File: config.mk
export PLATFORM = sky130hd
export DESIGN_NAME = banco_registros_param
export DESIGN_NICKNAME = d
export VERILOG_FILES = /design/src/rtl/banco_pkg.sv /design/src/rtl/banco_scoreboard.sv /design/src/rtl/banco_registros_param.sv
export SDC_FILE = /design/constraint.sdc
export NUM_CORES = 2
export LEC_CHECK = 0
export BUFFER_PORTS_ARGS = -buffer_cell sky130_fd_sc_hd__buf_2
export CAP_MARGIN = 20
export CORE_MARGIN = 2
export CORE_UTILIZATION = 56
export DETAILED_ROUTE_END_ITERATION = 6
export PLACE_DENSITY = 0.81
export SETUP_SLACK_MARGIN = 0.1
export SYNTH_ARGS = -nofsm -noshare
export SYNTH_HDL_FRONTEND = slang
export SYNTH_SLANG_ARGS = --single-unit
File: constraint.sdc
create_clock -name clk -period 30.9 [get_ports clk]
set_clock_uncertainty 0.05 [all_clocks]
set_input_delay 1.545 -clock clk [delete_from_list [all_inputs] [get_ports clk]]
set_output_delay 1.545 -clock clk [all_outputs]
set_load 0.03 [all_outputs]
File: src/rtl/banco_pkg.sv
// banco_pkg: shared state type, default widths and port-slice helper for the register file
package banco_pkg;
   typedef enum logic {ST_IDLE, ST_CLEAR} state_t;
   localparam int DEF_DATA_W = 32;
   localparam int DEF_ADDR_W = 5;
   function automatic int lsb(input int port, input int width);
      return port * width;
   endfunction
endpackage

File: src/rtl/banco_scoreboard.sv
// banco_scoreboard: per-register pending bits with reserve, write-release and sequential clear
module banco_scoreboard
   import banco_pkg::*;
#(
   parameter int ADDR_W   = DEF_ADDR_W,
   parameter int ZERO_REG = 1,
   localparam int DEPTH   = 1 << ADDR_W
) (
   input  logic              clk,
   input  logic              rst,
   input  logic              we,
   input  logic [ADDR_W-1:0] wa,
   input  logic              rsv_en,
   input  logic [ADDR_W-1:0] rsv_addr,
   input  logic              clr_en,
   input  logic [ADDR_W-1:0] clr_idx,
   output logic [DEPTH-1:0]  pend
);
   logic [DEPTH-1:0] pend_q, pend_d;
   always_comb begin
      pend_d = pend_q;
      if (clr_en) pend_d[clr_idx] = 1'b0;
      else begin
         if (we) pend_d[wa] = 1'b0;
         // reserve applied last so a new producer wins over a same-cycle write
         if (rsv_en) pend_d[rsv_addr] = 1'b1;
      end
      if (ZERO_REG != 0) pend_d[0] = 1'b0;
   end
   always_ff @(posedge clk or posedge rst)
      if (rst) pend_q <= '0;
      else pend_q <= pend_d;
   assign pend = pend_q;
endmodule

File: src/rtl/banco_registros_param.sv
// banco_registros_param: multi-port register file with bypass, scoreboard and sequential clear engine
module banco_registros_param
   import banco_pkg::*;
#(
   parameter int DATA_W   = DEF_DATA_W,
   parameter int ADDR_W   = DEF_ADDR_W,
   parameter int N_RD     = 2,
   parameter int ZERO_REG = 1,
   parameter int BYPASS   = 1
) (
   input  logic                     clk,
   input  logic                     rst,
   input  logic [N_RD*ADDR_W-1:0]   ra,
   output logic [N_RD*DATA_W-1:0]   rd_data,
   output logic [N_RD-1:0]          rd_rdy,
   input  logic                     we,
   input  logic [ADDR_W-1:0]        wa,
   input  logic [DATA_W-1:0]        wd,
   input  logic                     rsv_en,
   input  logic [ADDR_W-1:0]        rsv_addr,
   input  logic                     clr_req,
   output logic                     busy
);
   localparam int DEPTH = 1 << ADDR_W;
   state_t            state_q, state_d;
   logic [ADDR_W-1:0] cnt_q, cnt_d;
   logic [DATA_W-1:0] regs_q [DEPTH];
   logic [DATA_W-1:0] regs_d [DEPTH];
   logic [DEPTH-1:0]  pend;
   logic              wr_ok;
   assign busy  = state_q == ST_CLEAR;
   assign wr_ok = we && !busy;
   always_comb begin
      regs_d  = regs_q;
      state_d = state_q;
      cnt_d   = cnt_q;
      if (busy) begin
         regs_d[cnt_q] = '0;
         cnt_d         = cnt_q + ADDR_W'(1);
         state_d       = (cnt_q == '1) ? ST_IDLE : ST_CLEAR;
      end else begin
         if (we && !(ZERO_REG != 0 && wa == '0)) regs_d[wa] = wd;
         if (clr_req) state_d = ST_CLEAR;
      end
   end
   always_ff @(posedge clk or posedge rst)
      if (rst) begin
         state_q <= ST_IDLE;
         cnt_q   <= '0;
         regs_q  <= '{default: '0};
      end else begin
         state_q <= state_d;
         cnt_q   <= cnt_d;
         regs_q  <= regs_d;
      end
   banco_scoreboard #(.ADDR_W(ADDR_W), .ZERO_REG(ZERO_REG)) u_sb (
      .clk      (clk),
      .rst      (rst),
      .we       (we),
      .wa       (wa),
      .rsv_en   (rsv_en),
      .rsv_addr (rsv_addr),
      .clr_en   (busy),
      .clr_idx  (cnt_q),
      .pend     (pend)
   );
   for (genvar i = 0; i < N_RD; i++) begin : g_rd
      logic [ADDR_W-1:0] a;
      logic              zero, hit;
      assign a    = ra[lsb(i, ADDR_W) +: ADDR_W];
      assign zero = ZERO_REG != 0 && a == '0;
      assign hit  = BYPASS != 0 && wr_ok && wa == a;
      assign rd_data[lsb(i, DATA_W) +: DATA_W] = (rst || zero) ? '0 : hit ? wd : regs_q[a];
      assign rd_rdy[i] = rst ? 1'b1 : busy ? 1'b0 : (zero || !pend[a] || hit);
   end
endmodule

==> results.sh <==
export IMPL_setup_tns_ns=0
export IMPL_yosysSeqAreaShare_pct=47.65
export IMPL_path_clk_slew_ns=0.05
export IMPL_rsz0062_at_grt="no"
export IMPL_first_pass_iters=7
export IMPL_synthCells=4045
export IMPL_ys_async_sr_fraction_pct=100.0
export IMPL_synth_simple_area_share_pct=4.446
export IMPL_synth_compound_area_share_pct=21.02
export IMPL_synthToLayoutAreaGrowth_pct=9.025
export IMPL_cts_buffer_depth=3
export IMPL_synth_edff_count=0
export IMPL_start_util_pct=56.53
export IMPL_rrSetupSlack_ns=27.45
export IMPL_fin_area_sq_um=60740
export IMPL_die_area_sq_um=102000
export IMPL_crit_path_frequent_cell="buf_4"
export IMPL_routabilityCongestion=0.8855
export IMPL_yosysTopAreaCellShare_pct=47.65
export IMPL_ys_types=61
export IMPL_drt_iter0_markers=9165
export IMPL_placed_cell_area_sq_um=56850
export IMPL_status="finished, violations left"
export IMPL_ys_warn_count=0
export IMPL_grt_pass1_wl_um=315900
export IMPL_synth_xor_area_share_pct=0.1729
export IMPL_hp_start="regs_q[1003]"
export IMPL_tritoncts="done"
export IMPL_end_kind="output pin"
export IMPL_ys_ff_latch=1061
export IMPL_cp_startpoint="ra[5]"
export IMPL_viasPerCell=8.768
export IMPL_start_kind="input pin"
export IMPL_violations="design-rule violations"
export IMPL_synth_area_top_cells="dfrtp_1 48%, mux4_2 21%, a22o_1 16%"
export IMPL_period_needed_ns=7.899
export IMPL_max_stage_delay_ns=0.87
export IMPL_cts_root_buffer_cell="clkbuf_16"
export IMPL_tightestPinTransition_ns=1.255
export IMPL_period_share_pct=25.56
export IMPL_drc_errors=8
export IMPL_synthFlopType="dfrtp_1"
export IMPL_ant_nets=0
export IMPL_avgSynthCellArea_sq_um=13.77
export IMPL_yosysMostFrequentCell="dfrtp_1"
export IMPL_crit_arrival_ns=6.30
export IMPL_io_pins=124
export IMPL_slew_viol_final=0
export IMPL_holdBufCountCts=0
export IMPL_grt_overflow=0
export IMPL_die_height_um=319.4
export IMPL_ctsResizeCount=0
export IMPL_htreeDepth=3
export IMPL_syn_nets=4107
export IMPL_crit_path_max_fanout=65
export IMPL_path_class="input pin to output pin"
export IMPL_routed_top_layer="met5"
export IMPL_antenna_found_initial=22
export IMPL_worstHoldPathType="flip-flop to flip-flop"
export IMPL_synth_top_family_by_area="multiplexers"
export IMPL_rows=115
export IMPL_core_area_sq_um=98560
export IMPL_r2r_start="busy"
export IMPL_synth_top_area_cell="dfrtp_1"
export IMPL_grt_pass1_vias=45640
export IMPL_leakagePower_uw=0.02663
export IMPL_route_detailed_wl_per_inst_um=41.36
export IMPL_drive_above_1_share_pct=27.02
export IMPL_p_per_area_nw_per_um2=58.64
export IMPL_cp_data_required_time_ns=29.31
export IMPL_hold_viol=0
export IMPL_cts_made_buffers=106
export IMPL_synthesis_area_sq_um=55720
export IMPL_ir_drop_uv=67.17
export IMPL_wl_met1_um=67140
export IMPL_clkLatencyLatePin_ns=0.73
export IMPL_final_nets=3902
export IMPL_grt_use_total_pct=42.54
export IMPL_crit_chain="buf_8, buf_4, buf_4, buf_4, mux4_2, a22o_1, a221oi_1, o221ai_1, buf_2"
export IMPL_finalSetupViolations=0
export IMPL_die_w_um=319.4
export IMPL_relSlewSlack_pct=16.31
export IMPL_clock_sinks=1061
export IMPL_synth_top_cells_by_count="1061 x dfrtp_1, 1047 x a22o_1, 521 x mux4_2, 301 x clkbuf_1, 164 x nand2_1"
export IMPL_routed_wl_um=216300
export IMPL_dr_wl_met3_um=42410
export IMPL_maxCapViolations=0
export IMPL_synthAdderAreaFrac_pct=0.1123
export IMPL_slowest_stage="buf_4"
export IMPL_routed_wl_met2_um=86720
export IMPL_post_dp_hpwl_um=115400
export IMPL_cts_setup_buffers=0
export IMPL_muxShareOfSynthArea_pct=21.75
export IMPL_fmax_mhz=126.6
export IMPL_port_buffers=123
export IMPL_vias=45860
export IMPL_grt_max_degree=190
[placed cells by master (no fill, tap or decap), types with 28 or more instances in the layout]
cell,Yosys,routed
o41ai_1,32,32
mux4_2,521,521
and2_1,44,41
a22o_1,1047,1047
mux2i_1,34,34
dfrtp_1,1061,1061
buf_2,157,121
buf_4,33,114
a21oi_4,0,31
nand3_1,41,41
a22oi_1,80,80
clkbuf_16,0,107
a221oi_1,28,28
nand2_1,164,163
a21oi_1,97,70
clkbuf_8,0,31
o22ai_1,38,38
and3_1,75,64
[worst paths after layout]
kind                            endpoint  cells past startpoint
setup / recovery             rd_data[58]                      9
hold reg to reg             regs_q[1003]                      1
max in group asynchronous    regs_q[687]                      7
min in group asynchronous  u_sb.pend[15]                      3
setup reg to reg             regs_q[952]                      6
hold / removal              regs_q[1003]                      1
[critical path: cells and delay by family]
| family | cells | cell delay, ns |
|---|---|---|
| compound gates | 3 | 0.87 |
| buf+inv | 5 | 3.14 |
| mux | 1 | 0.61 |
[power by group]
part / internal (uW) / switching, uW / leakage [uW]
combinational: 200 / 425 / 0.0101
clock: 814 / 590 / 0.00186
sequential: 1460 / 70.0 / 0.0147
total: 2480 / 1090 / 0.0266
[cells by family (layout without fill, tap and decap cells)]
kind of cell,after synthesis,after routing
AOI/OAI and AO/OA,1391,1391
xor gates and xnor gates,11,11
adders and majority gates,5,5
buffers and inverters,572,454
DFF,1061,1061
muxes,559,559
other,0,16
and+or+nand+nor,446,446
[area by class of cell]
class                           count  area, sq um
Antenna cell                       16        40.04
Fill cell                        6868        37820
Multi-Input combinational cell   2412        27000
Tap cell                         1287         1610
Inverter                            9        37.54
Clock buffer                      159         3183
Clock inverter                     36        571.8
Sequential cell                  1061        26550
Timing Repair Buffer              250         1750
[per-layer routing]
layer / GRT usage, % / up-vias
li1: - / 15980
met1: 51.52 / 22850
met2: 55.66 / 5478
met3: 25.04 / 1524
met4: 31.26 / 22
met5: 0.5674 / -
[metrics by stage]
step                worst slack [ns]  total power (uW)  utilization (%)  std cells  hold slack [ns]
detailed placement             22.96              2134            57.68       5014           0.4389
global placement               22.97              2118            57.66       5012           0.4343
finish                         23.00              3562            61.63       5230           0.4625
CTS                            22.97              3507            61.49       5209           0.4605
floorplan                      8.651              1911                -       4045           0.4166
global route                   22.69              3623            61.60       5220           0.4810
[state kept, by name, indices dropped and copies added, names as in the netlist]
signal	cells
cnt_q	5
u_sb.pend	31
regs_q	1024
busy	1
Note: power is estimated with default switching activity, not from simulation.
